===== src/rtl/pvp_result_sequencer.sv =====
// pvp_result_sequencer: sequences the PvP end-of-game display (win animation,
// result overlay hold, continue acknowledge) between the game FSM and the
// animation/overlay datapath.
// Optional feature macro: PVP_SCORE_TALLY_EN adds saturating x_wins/o_wins tallies.
module pvp_result_sequencer #(
  parameter int unsigned CLK_HZ          = 100_000_000,
  parameter int unsigned HOLD_MS         = 2000,
  parameter int unsigned ANIM_TIMEOUT_MS = 4000
) (
  input  logic       clk,
  input  logic       rst_n,
  input  logic [1:0] result,
  input  logic       result_valid,
  input  logic       anim_done_x,
  input  logic       anim_done_o,
  input  logic       btn_continue,
  output logic       anim_start_x,
  output logic       anim_start_o,
  output logic       show_result,
  output logic       winner,
  output logic       is_draw,
  output logic       busy,
`ifdef PVP_SCORE_TALLY_EN
  output logic [3:0] x_wins,
  output logic [3:0] o_wins,
`endif
  output logic       seq_done
);

  localparam int unsigned DIV   = (CLK_HZ / 1000 < 1) ? 1 : CLK_HZ / 1000;
  localparam int unsigned PRE_W = (DIV > 1) ? $clog2(DIV) : 1;
  localparam int unsigned MS_W  = 13;

  typedef enum logic [1:0] {
    S_IDLE     = 2'd0,
    S_ANIM     = 2'd1,
    S_HOLD     = 2'd2,
    S_WAIT_ACK = 2'd3
  } state_t;

  state_t            state_q, state_d;
  logic              winner_d, draw_d;
  logic              start_x_d, start_o_d, show_d, busy_d, seq_done_d;
  logic [PRE_W-1:0]  presc_q;
  logic [MS_W-1:0]   ms_q;
  logic              tick_c, entry_c, anim_timeout_c, hold_expired_c, sel_done_c;

  // 1 ms tick and elapsed-time compares; both counters restart on state entry
  assign tick_c         = (presc_q == PRE_W'(DIV - 1));
  assign entry_c        = (state_d != state_q);
  assign anim_timeout_c = tick_c && (ms_q == MS_W'(ANIM_TIMEOUT_MS - 1));
  assign hold_expired_c = tick_c && (ms_q == MS_W'(HOLD_MS - 1));
  assign sel_done_c     = winner ? anim_done_o : anim_done_x;

  // Next-state, latched result and next registered output values
  always_comb begin
    state_d  = state_q;
    winner_d = winner;
    draw_d   = is_draw;
    case (state_q)
      S_IDLE: begin
        if (result_valid) begin
          case (result)
            2'b01: begin winner_d = 1'b0; draw_d = 1'b0; state_d = S_ANIM; end
            2'b10: begin winner_d = 1'b1; draw_d = 1'b0; state_d = S_ANIM; end
            2'b11: begin winner_d = 1'b0; draw_d = 1'b1; state_d = S_HOLD; end
            default: ;
          endcase
        end
      end
      S_ANIM: begin
        if (sel_done_c || anim_timeout_c) state_d = S_HOLD;
      end
      S_HOLD: begin
        if (hold_expired_c) state_d = S_WAIT_ACK;
      end
      S_WAIT_ACK: begin
        if (btn_continue) begin
          state_d  = S_IDLE;
          winner_d = 1'b0;
          draw_d   = 1'b0;
        end
      end
      default: state_d = S_IDLE;
    endcase

    // Start stays asserted through HOLD/WAIT_ACK so the animation holds its last frame
    start_x_d  = (state_d != S_IDLE) && !draw_d && !winner_d;
    start_o_d  = (state_d != S_IDLE) && !draw_d &&  winner_d;
    show_d     = (state_d == S_HOLD) || (state_d == S_WAIT_ACK);
    busy_d     = (state_d != S_IDLE);
    seq_done_d = (state_q == S_WAIT_ACK) && (state_d == S_IDLE);
  end

  // State, latched result and registered outputs
  always_ff @(posedge clk) begin
    if (!rst_n) begin
      state_q      <= S_IDLE;
      winner       <= 1'b0;
      is_draw      <= 1'b0;
      anim_start_x <= 1'b0;
      anim_start_o <= 1'b0;
      show_result  <= 1'b0;
      busy         <= 1'b0;
      seq_done     <= 1'b0;
    end else begin
      state_q      <= state_d;
      winner       <= winner_d;
      is_draw      <= draw_d;
      anim_start_x <= start_x_d;
      anim_start_o <= start_o_d;
      show_result  <= show_d;
      busy         <= busy_d;
      seq_done     <= seq_done_d;
    end
  end

  // Prescaler and millisecond counter, cleared on every state entry
  always_ff @(posedge clk) begin
    if (!rst_n) begin
      presc_q <= '0;
      ms_q    <= '0;
    end else if (entry_c) begin
      presc_q <= '0;
      ms_q    <= '0;
    end else begin
      presc_q <= tick_c ? '0 : presc_q + PRE_W'(1);
      if (tick_c && (ms_q != {MS_W{1'b1}})) ms_q <= ms_q + MS_W'(1);
    end
  end

`ifdef PVP_SCORE_TALLY_EN
  // Saturating win tallies, bumped on IDLE->ANIM; only reset clears them
  always_ff @(posedge clk) begin
    if (!rst_n) begin
      x_wins <= 4'd0;
      o_wins <= 4'd0;
    end else if ((state_q == S_IDLE) && (state_d == S_ANIM)) begin
      if (!winner_d && (x_wins != 4'hF)) x_wins <= x_wins + 4'd1;
      if ( winner_d && (o_wins != 4'hF)) o_wins <= o_wins + 4'd1;
    end
  end
`endif

endmodule


===== config.mk =====
export PLATFORM = sky130hd
export DESIGN_NAME = pvp_result_sequencer
export DESIGN_NICKNAME = d
export VERILOG_FILES = /design/src/rtl/pvp_result_sequencer.sv
export SDC_FILE = /design/constraint.sdc
export NUM_CORES = 1
export LEC_CHECK = 0
export ABC_AREA = 0
export BUFFER_PORTS_ARGS = -buffer_cell sky130_fd_sc_hd__buf_2
export CAP_MARGIN = 20
export CORE_ASPECT_RATIO = 1.4
export CORE_MARGIN = 1.5
export CORE_UTILIZATION = 30
export DETAILED_ROUTE_END_ITERATION = 16
export PLACE_DENSITY = 0.42
export SLEW_MARGIN = 20
export SYNTH_ARGS = -nofsm -noshare
export SYNTH_HDL_FRONTEND = slang
export SYNTH_SLANG_ARGS = --single-unit

===== constraint.sdc =====
create_clock -name clk -period 3.2 [get_ports clk]
set_input_delay 0.16 -clock clk [delete_from_list [all_inputs] [get_ports clk]]
set_output_delay 0.16 -clock clk [all_outputs]
set_load 0.05 [all_outputs]

==> impl_metrics.yaml, run 1 <==
clock_network:
  cts_hold_buf: 0
  clk_pin_slew_ns: 0.08
  ctsResizeCount: 0
  htree_levels: 2
  post-cts-setup-buffers: 0
  insertion_delay_ns: 0.28
  clockRootBuffer: "clkbuf_8"
  cts.sinks: 38
  ctsLongestPathBuffers: 2
  cts_buffers: 5
  cts_tree: "yes"
yosys:
  syn_nets: 245
  ys_types: 46
  synth_edf_count: 0
  yosysWarnings: 0
  ys_top_cells_by_count: "38 x dfxtp_1, 25 x nor2_1, 22 x nor3_1, 20 x xor2_1, 17 x nand2_1"
  yosysTopAreaCell: "dfxtp_1"
  ys.flop_type: "dfxtp_1"
  avgSynthCellArea_sq_um: 8.77
  synthCells: 228
  yosys.cell_count.top_type: "dfxtp_1"
  yosysSeqAreaShare_pct: 38.0
  synth-seq-cells: 38
  synth_top_cell_area_share_pct: 38.0
  yosys-top-cells-area: "dfxtp_1 38%, xor2_1 8.8%, ha_1 5.6%"
  async_flop_share_pct: 0
  syn_area_sq_um: 2000
cells_and_area:
  design_area_sq_um: 2270
  diodes: 0
  layout-drive-gt1-share_pct: 13.1
  fillers: 680
  area.sequential_sq_um: 761
  nets: 262
  multi_input_area_sq_um: 1180
  areaGrowthSynthToFinish_pct: 13.5
critical_path:
  crit_fanout: 30
  worstPathRequired_ns: 3.36
  cp_common_cell: "nor3_1"
  max_stage_delay_ns: 0.53
  path_class: "flip-flop to flip-flop"
  worst-path-buf-inv: 1
  path_cells: "ha_1 -> nand4_4 -> or4b_4 -> nor3_1 -> o211ai_1 -> nand4_1 -> buf_4 -> nor3_1"
  critPathLaunchType: "flip-flop"
  crit_family: "simple AND/OR/NAND/NOR gates"
  cp.arrival_ns: 2.67
  critPathSlowestCell: "or4b_4"
  end_kind: "flip-flop"
floorplan:
  start_util_pct: 30.6
  dieHeight_um: 99.6
  fp-row-count: 35
  die-area_sq_um: 7170
  core_sq_um: 6530
  io-pin-count: 15
  die_w_um: 72.0
timing:
  finalCritPeriodShare_pct: 78.3
  layout_min_cycle_time_ns: 2.51
  max_freq_mhz: 399
  rsz0062_at_grt: "no"
  setup_viol: 0
  finalClockSkew_ns: 0.00745
  finalHoldViolCount: 0
  slew_viol_final: 0
  fin_setup_tns_ns: 0
  worst_slew_pin_slew_ns: 0.479
  slew_headroom_pct: 68.1
routing:
  via_per_inst: 5.08
  ant_nets: 0
  drc: 0
  drtIter0Drc: 34
  routedWlPerCell_um: 13.8
  dr.pass1.iters: 4
  drt_wl_total_mm: 4.39
  route.vias.total: 1620
global_routing:
  grt-ovfl-total: 0
  grt_pass1_wl_mm: 7.65
  grt_max_degree: 31
  grt.total_usage_pct: 13.5
  antenna_found_initial: 0
  grt_pass1_vias: 1672
placed_design:
  hpwl_mm: 3.25
  port_buffers: 14
  gp_congestion: 0.738
  placed_area_sq_um: 2160
status:
  status: "complete, no violations"
power:
  ir_drop_uv: 198
  power.density_nw_per_um2: 647
  leakagePower_uw: 0.000834
min_path:
  min_path_type: "primary input to flip-flop"
flow_run:
  drv_cap: 0
cells in the final DEF (no fill, tap or decap), types with 3 or more instances in the layout:
master / netlist / routed
xor2_1: 20 / 20
buf_2: 4 / 14
xnor2_1: 5 / 5
nor3_1: 22 / 22
o21ai_0: 3 / 3
nor2_1: 25 / 25
and4_1: 3 / 3
nor3b_1: 3 / 3
buf_4: 0 / 4
and3_1: 3 / 3
a22o_1: 4 / 4
nand3_1: 8 / 8
a21oi_1: 3 / 3
inv_1: 7 / 7
nand2_1: 17 / 17
clkbuf_8: 0 / 6
nor2b_1: 3 / 3
nand4_1: 10 / 10
ha_1: 9 / 9
and2_1: 6 / 6
dfxtp_1: 38 / 38
through the flow:
stage          setup slack [ns]  power, uW  std cells  hold WS (ns)  utilization, %
2_1_floorplan             0.908        944        228         0.281               -
3_3_place_gp              0.711       1080        312         0.466            33.1
3_5_place_dp              0.684       1070        312         0.460            33.1
4_1_cts                   0.667       1500        319         0.143            34.8
5_1_grt                   0.531       1570        319         0.156            34.8
6_report                  0.694       1470        319         0.150            34.8
sequential cells by signal, indices dropped and copies added, names as in the netlist:
signal	flops
busy	1
anim_start_o	1
show_result	1
presc_q	17
anim_start_x	1
winner	1
state_q	1
is_draw	1
ms_q	13
seq_done	1
worst min-delay path, delay by kind of cell:
family | cells | cell delay (ns)
buffers and inverters | 1 | 0.14
and+or+nand+nor | 2 | 0.10
layer usage:
| metal | vias up | share of wire (%) | track usage [%] | wire, um |
|---|---|---|---|---|
| li1 | 843 | - | - | - |
| met1 | 743 | 43 | 14.7 | 1900 |
| met2 | 25 | 52 | 24.9 | 2290 |
| met3 | 9 | 2.2 | 2.63 | 95 |
| met4 | 0 | 2.4 | 5.52 | 106 |
| met5 | - | 0 | 0 | 0 |
cells by family (layout without fill, tap and decap cells):
family	after synthesis	after routing	share of synthesized area (%)
simple gates	116	116	32.0
flops	38	38	38.0
xor+xnor	25	25	11.0
compound gates	23	23	9.26
buf+inv	15	32	3.07
fa+ha+maj	9	9	5.63
mux	2	2	1.00
worst paths after layout:
path,startpoint,end,slack (ns),depth (start not counted)
max reg2reg,presc_q[0],ms_q[8],0.69,8
min reg2reg,presc_q[0],presc_q[0],0.50,1
min,rst_n,seq_done,0.15,3
max,presc_q[0],ms_q[8],0.69,8
power by group:
| part | total [uW] | leakage (uW) | switching (uW) | internal (uW) |
|---|---|---|---|---|
| clock | 415 | 0.0000573 | 166 | 250 |
| sequential | 545 | 0.000307 | 33.2 | 511 |
| combinational | 507 | 0.000469 | 337 | 171 |
| total | 1470 | 0.000834 | 536 | 932 |
final cells by class:
class / count / area share (%)
Multi-Input combinational cell: 175 / 51.9
Inverter: 7 / 1.16
Sequential cell: 38 / 33.5
Clock inverter: 1 / 1.32
Tap cell: 74 / 4.08
Clock buffer: 6 / 3.64
Timing Repair Buffer: 18 / 4.41
(Power assumes the default switching activity.)
==> inputs of run 2 (changes only) <==
--- a/config.mk
+++ b/config.mk
@@ -5,14 +5,14 @@
 export SDC_FILE = /design/constraint.sdc
 export NUM_CORES = 1
 export LEC_CHECK = 0
-export ABC_AREA = 0
+export ABC_AREA = 1
 export BUFFER_PORTS_ARGS = -buffer_cell sky130_fd_sc_hd__buf_2
 export CAP_MARGIN = 20
 export CORE_ASPECT_RATIO = 1.4
 export CORE_MARGIN = 1.5
 export CORE_UTILIZATION = 30
 export DETAILED_ROUTE_END_ITERATION = 16
-export PLACE_DENSITY = 0.42
+export PLACE_DENSITY = 0.43
 export SLEW_MARGIN = 20
 export SYNTH_ARGS = -nofsm -noshare
 export SYNTH_HDL_FRONTEND = slang
==> constraint.sdc (replaced) <==
create_clock -name clk -period 2.23 [get_ports clk]
set_input_delay 0.1115 -clock clk [delete_from_list [all_inputs] [get_ports clk]]
set_output_delay 0.1115 -clock clk [all_outputs]
set_load 0.05 [all_outputs]
==> run 2 against run 1 <==
  * Count of clock-buffer cells in the layout increased by 1
  * Cell count up 36%
  * Sequential share of layout area shrank 3.3 points
  * Power grew 4.5%
  * Critical path type unchanged
  * Largest cell class unchanged
==> impl_metrics.yaml, run 2 <==
status:
  status: "complete, no violations"
clock_network:
  htree_levels: 2
  insertion_delay_ns: 0.29
  cts_hold_buf: 0
  ctsLongestPathBuffers: 2
  cts_tree: "yes"
  cts.sinks: 38
  cts_buffers: 5
  clockRootBuffer: "clkbuf_8"
  clk_pin_slew_ns: 0.08
global_routing:
  busiest_layer: "met2"
  grt.total_usage_pct: 12.8
  grt_use_met3_pct: 2.60
  grt-ovfl-total: 0
  grt_max_degree: 18
  antenna_found_initial: 0
  grt_pass1_vias: 1851
  use_met2_pct: 22.7
  grtUsageMet1_pct: 14.0
  grt_pass1_wl_mm: 7.79
timing:
  layout_setup_ws_ns: 0.241
  holdWs_ns: 0.218
  setup_viol: 0
  max_freq_mhz: 503
  slew_headroom_pct: 79.3
  finalClockSkew_ns: 0.00859
  slew_viol_final: 0
  rsz0062_at_grt: "no"
  worst_slew_pin_slew_ns: 0.308
  finalHoldViolCount: 0
  fin_setup_tns_ns: 0
  layout_min_cycle_time_ns: 1.99
  finalCritPeriodShare_pct: 89.2
cells_and_area:
  design_area_sq_um: 2520
  layout-drive-gt1-share_pct: 15.1
  final_common_cell: "inv_1"
  largest_reg_flops: 17
  diodes: 0
  final_cell_count_no_fill: 433
  mostFrequentLayoutCells: "60 x inv_1, 57 x nor2_1, 46 x nand2_1"
  regMostFlops: "presc_q"
  largestRegisters: "presc_q x17, ms_q x13"
  areaGrowthSynthToFinish_pct: 13.5
  nets: 354
yosys:
  synth-seq-cells: 38
  post_synth_and_or_nand_nor_area_fraction_pct: 36.6
  synthCells: 316
  syn_area_sq_um: 2220
  synth_edf_count: 0
  syn_nets: 333
  synth-xor-area-share_pct: 9.47
  synth_top_cell_area_share_pct: 34.3
  yosysSeqAreaShare_pct: 34.3
  ys.flop_type: "dfxtp_1"
  yosysTopAreaCell: "dfxtp_1"
  yosys.cell_count.top_type: "inv_1"
  synth_top_family_by_area: "simple AND/OR/NAND/NOR gates"
  async_flop_share_pct: 0
  ys_types: 28
  synth_compound_area_share_pct: 2.82
  ys_top_cells_by_count: "60 x inv_1, 57 x nor2_1, 46 x nand2_1, 38 x dfxtp_1, 22 x nand3_1"
  avgSynthCellArea_sq_um: 7.02
  synth_fa_ha_area_share_pct: 5.07
  yosysWarnings: 0
  synth_mux_area_share_pct: 0.451
  yosys-top-cells-area: "dfxtp_1 34%, inv_1 10%, nor2_1 9.6%"
min_path:
  min_path_type: "primary input to flip-flop"
critical_path:
  critPathSlowestCell: "dfxtp_1"
  cp.arrival_ns: 2.21
  end_kind: "flip-flop"
  cp_common_cell: "nand2_1"
  crit_family: "simple AND/OR/NAND/NOR gates"
  worstPathRequired_ns: 2.45
  crit_fanout: 17
  max_stage_delay_ns: 0.35
  path_class: "flip-flop to flip-flop"
  critPathLaunchType: "flip-flop"
  path_cells: "inv_1 -> ha_1 -> nand4_1 -> nor2_1 -> nand2_1 -> nor2_1 -> nor2_1 -> nand2_1 -> nand2_1 -> nand2_1 -> nand2_1 -> nand2_2 -> nand3_4 -> buf_12 -> nor2_1"
  ff2ff_setup_slack_ns: 0.24
  worst-path-buf-inv: 2
placed_design:
  dp_cells: 424
  gp_congestion: 0.811
  placed_area_sq_um: 2390
  dp_slack_ns: 0.131
  port_buffers: 14
  hpwl_mm: 3.62
power:
  clockPowerShare_pct: 32.0
  p_switching_uw: 484
  ir_drop_uv: 423
  leakagePower_uw: 0.00101
  power.density_nw_per_um2: 609
  swShare_pct: 31.6
  intPower_uw: 1050
  p_comb_share_pct: 21.1
  p_seq_share_pct: 46.9
routing:
  drtIter0Drc: 47
  dr.pass1.iters: 4
  routedWlPerCell_um: 10.7
  ant_nets: 0
  via_per_inst: 4.35
  drt_wl_total_mm: 4.62
  route.vias.total: 1885
  drc: 0
floorplan:
  die-area_sq_um: 7930
  core_sq_um: 7070
  start_util_pct: 31.4
  dieHeight_um: 105
  fp-row-count: 36
  io-pin-count: 15
  die_w_um: 75.7
flow_run:
  drv_cap: 0
-- run 2: cell types whose count changed after synthesis, moves of 6 or more --
cell     delta
nand3_1    +14
nor3_1     -14
and2_1      -6
nand2_2     +6
nand2_1    +29
inv_1      +53
nor2_1     +32
nor2_2     +10
-- run 2: worst min-delay path: cells and delay by family --
| kind | cells | cell delay [ns] |
|---|---|---|
| and+or+nand+nor | 2 | 0.22 |
| buffers and inverters | 1 | 0.13 |
-- run 2: final cells by class --
cell class              count  area, sq um
fillers                   780         4550
multi-input cells         215         1220
flip-flops and latches     38          762
inverters                  61          229
well taps                  95          119
repair buffers             16         97.6
clock buffers               7         86.3
clock inverters             1         5.00
-- run 2: cell families (layout without fill, tap and decap cells) --
family / count (synthesis) / after routing
xor+xnor: 24 / 24
fa+ha+maj: 9 / 9
mux: 1 / 1
buf+inv: 63 / 85
simple gates: 170 / 170
flops: 38 / 38
compound gates: 11 / 11
-- run 2: per-stage QoR --
step / power (uW) / util, %
2_1_floorplan: 981 / -
6_report: 1530 / 35.6
4_1_cts: 1540 / 35.1
5_1_grt: 1610 / 35.6
3_5_place_dp: 1040 / 33.8
3_3_place_gp: 1040 / 33.8
-- run 2: worst paths after layout --
kind,start,endpoint,cells past startpoint
worst min register to register,presc_q[0],presc_q[0],1
worst max-delay path,state_q[0],presc_q[14],15
worst min-delay path,rst_n,ms_q[7],3
worst max register to register,state_q[0],presc_q[14],15
-- run 2: layer usage --
layer	routed length [um]	share of wire, %	vias to the layer above
met3	96	2.1	6
met1	2040	44	850
met4	72	1.6	0
li1	-	-	1011
met2	2410	52	18
met5	0	0	-
-- run 2: power by group through the flow --
| stage | clock, uW | combinational (uW) | sequential, uW |
|---|---|---|---|
| after detailed placement | 0 | 302 | 735 |
| after CTS | 514 | 303 | 720 |
| after global routing | 534 | 357 | 722 |
| final | 490 | 324 | 719 |
| after global placement | 0 | 306 | 735 |
| after floorplan | 0 | 197 | 784 |
-- run 2: timing repair --
action                                  4_1_cts  5_1_grt
setup buffers                                 0        1
endpoints found under the setup margin        0       29
gates resized for setup                       0        3
==> inputs of run 3 (changes only) <==
--- a/config.mk
+++ b/config.mk
@@ -5,7 +5,7 @@
 export SDC_FILE = /design/constraint.sdc
 export NUM_CORES = 1
 export LEC_CHECK = 0
-export ABC_AREA = 1
+export ABC_AREA = 0
 export BUFFER_PORTS_ARGS = -buffer_cell sky130_fd_sc_hd__buf_2
 export CAP_MARGIN = 20
 export CORE_ASPECT_RATIO = 1.4
==> run 3 against run 2 <==
  * Non-clock buffer count rose by 23
  * Highest routed layer unchanged
  * Critical path depth fell by 6
  * Cell count fell by 21%
  * Worst hold slack got worse by 0.12 ns
  * Setup slack got worse by 0.13 ns
  * Sequential cell count did not move
  * First-iteration DRC count rose by 4.3%
  * Critical endpoint is now presc_q[0]
  * Clock skew rose by 0.0021 ns
  * Die area fell by 9.6%
  * Sequential power rose by 8.5%
  * Final area rose by 0.65%
==> impl_metrics.yaml, run 3 (synthesis gave the netlist of run 1 again) <==
status:
  status: "complete, no violations"
clock_network:
  clockRootBuffer: "clkbuf_8"
  cts_tree: "yes"
  ctsLongestPathBuffers: 2
  cts.sinks: 38
  clk_pin_slew_ns: 0.09
  insertion_delay_ns: 0.30
  htree_levels: 2
  cts_buffers: 5
global_routing:
  grt_max_degree: 31
  grt_pass1_wl_mm: 8.17
  grt.total_usage_pct: 14.5
  grt-ovfl-total: 0
  antenna_found_initial: 0
  grt_pass1_vias: 1785
critical_path:
  end_kind: "flip-flop"
  crit_family: "simple AND/OR/NAND/NOR gates"
  reg2regPathDepth: 9
  critPathLaunchType: "flip-flop"
  path_cells: "ha_4 -> nand4_4 -> or4b_4 -> nor3_2 -> o211ai_1 -> nand4_1 -> buf_4 -> clkbuf_16 -> nor3_1"
  startpoint: "presc_q[1]"
  r2r-start: "presc_q[1]"
  worstPathRequired_ns: 2.40
  setup.worst_path.end: "presc_q[0]"
  critPathSlowestCell: "or4b_4"
  regToRegEndpoint: "presc_q[0]"
  crit_fanout: 8
  ff2ff_setup_slack_ns: 0.11
  path_class: "flip-flop to flip-flop"
  max_stage_delay_ns: 0.57
  worst-path-buf-inv: 2
  cp.arrival_ns: 2.29
  worstSetupPathDepth: 9
routing:
  ant_nets: 0
  dr.pass1.iters: 4
  drtIter0Drc: 49
  drt_wl_total_mm: 4.82
  via_per_inst: 5.13
  routedWlPerCell_um: 14.1
  drc: 0
  route.vias.total: 1751
floorplan:
  die_w_um: 72.0
  dieHeight_um: 99.6
  die-area_sq_um: 7170
  io-pin-count: 15
  core_sq_um: 6530
  fp-row-count: 35
  start_util_pct: 30.6
timing:
  finalCritPeriodShare_pct: 95.1
  setup_viol: 0
  finalClockSkew_ns: 0.0107
  max_freq_mhz: 472
  finalHoldViolCount: 0
  slew_headroom_pct: 70.1
  layout_min_cycle_time_ns: 2.12
  worst_slew_pin_slew_ns: 0.438
  slew_viol_final: 0
cells_and_area:
  final_cell_count_no_fill: 341
  nets: 283
  layout-drive-gt1-share_pct: 23.6
  diodes: 0
  largest_reg_flops: 17
  largestRegisters: "presc_q x17, ms_q x13"
  area.sequential_sq_um: 766
  mostFrequentLayoutCells: "34 x dfxtp_1, 25 x nor2_1, 22 x buf_4"
  design_area_sq_um: 2530
  areaGrowthSynthToFinish_pct: 26.8
  regMostFlops: "presc_q"
  multi_input_area_sq_um: 1220
  final_common_cell: "dfxtp_1"
  fillers: 703
power:
  swShare_pct: 34.5
  intPower_uw: 1630
  leakagePower_uw: 0.000986
  p_switching_uw: 860
  clockPowerShare_pct: 29.7
  p_comb_share_pct: 39.0
  power.density_nw_per_um2: 984
  p_seq_share_pct: 31.3
  ir_drop_uv: 466
min_path:
  holdPathStages: 3
  min_path_type: "primary input to flip-flop"
  hold_start: "rst_n"
placed_design:
  gp_congestion: 0.784
  port_buffers: 14
  placed_area_sq_um: 2300
  dp_cells: 329
  hpwl_mm: 3.50
flow_run:
  drv_cap: 0
[run 3: per-layer routing]
layer	track usage, %	part of all wire [%]
met1	15.9	42
met2	26.7	54
met3	2.84	2.3
met4	5.95	2.0
met5	0	0
[run 3: worst min-delay path by stage]
stage | end
global route | seq_done
CTS | seq_done
finish | seq_done
floorplan | seq_done
global placement | seq_done
detailed placement | seq_done
[run 3: what timing repair did]
item                                   in CTS  in global routing
endpoints found under the hold margin       0                  0
gates cloned                                0                  2
hold buffers                                0                  0
setup endpoints to repair                   1                 33
pin swaps                                   1                  3
buffers inserted                            0                  2
resized for setup                           0                 11
[run 3: cell type report]
type | instances | area share [%]
Multi-Input combinational cell | 175 | 48.0
Clock inverter | 2 | 2.37
Inverter | 7 | 1.04
Tap cell | 74 | 3.65
Clock buffer | 6 | 3.26
Sequential cell | 38 | 30.2
Timing Repair Buffer | 39 | 11.5
[run 3: power by group through the flow]
stage	clock network, uW	registers, uW	logic, uW
finish	741	780	974
global route	791	788	1080
CTS	764	765	851
detailed placement	0	782	843
global placement	0	781	847
floorplan	0	902	454
[run 3: stage by stage]
step	worst slack (ns)	util (%)	hold WS [ns]	total power [uW]	setup TNS, ns
after floorplan	0.00397	-	0.232	1360	0
after global placement	0.0281	35.2	0.426	1630	0
after detailed placement	0.00677	35.2	0.420	1620	0
after CTS	0.0351	37.4	0.0943	2380	0
after global routing	-0.00922	38.8	0.104	2660	-0.0222
final	0.109	38.8	0.0945	2490	0
[run 3: worst register-to-register path: cells and delay by family, from the launching register on]
kind            cells  cell delay, ns
fa+ha+maj           1            0.16
compound gates      1            0.12
buf+inv             2            0.28
flops               1            0.37
simple gates        5            1.06
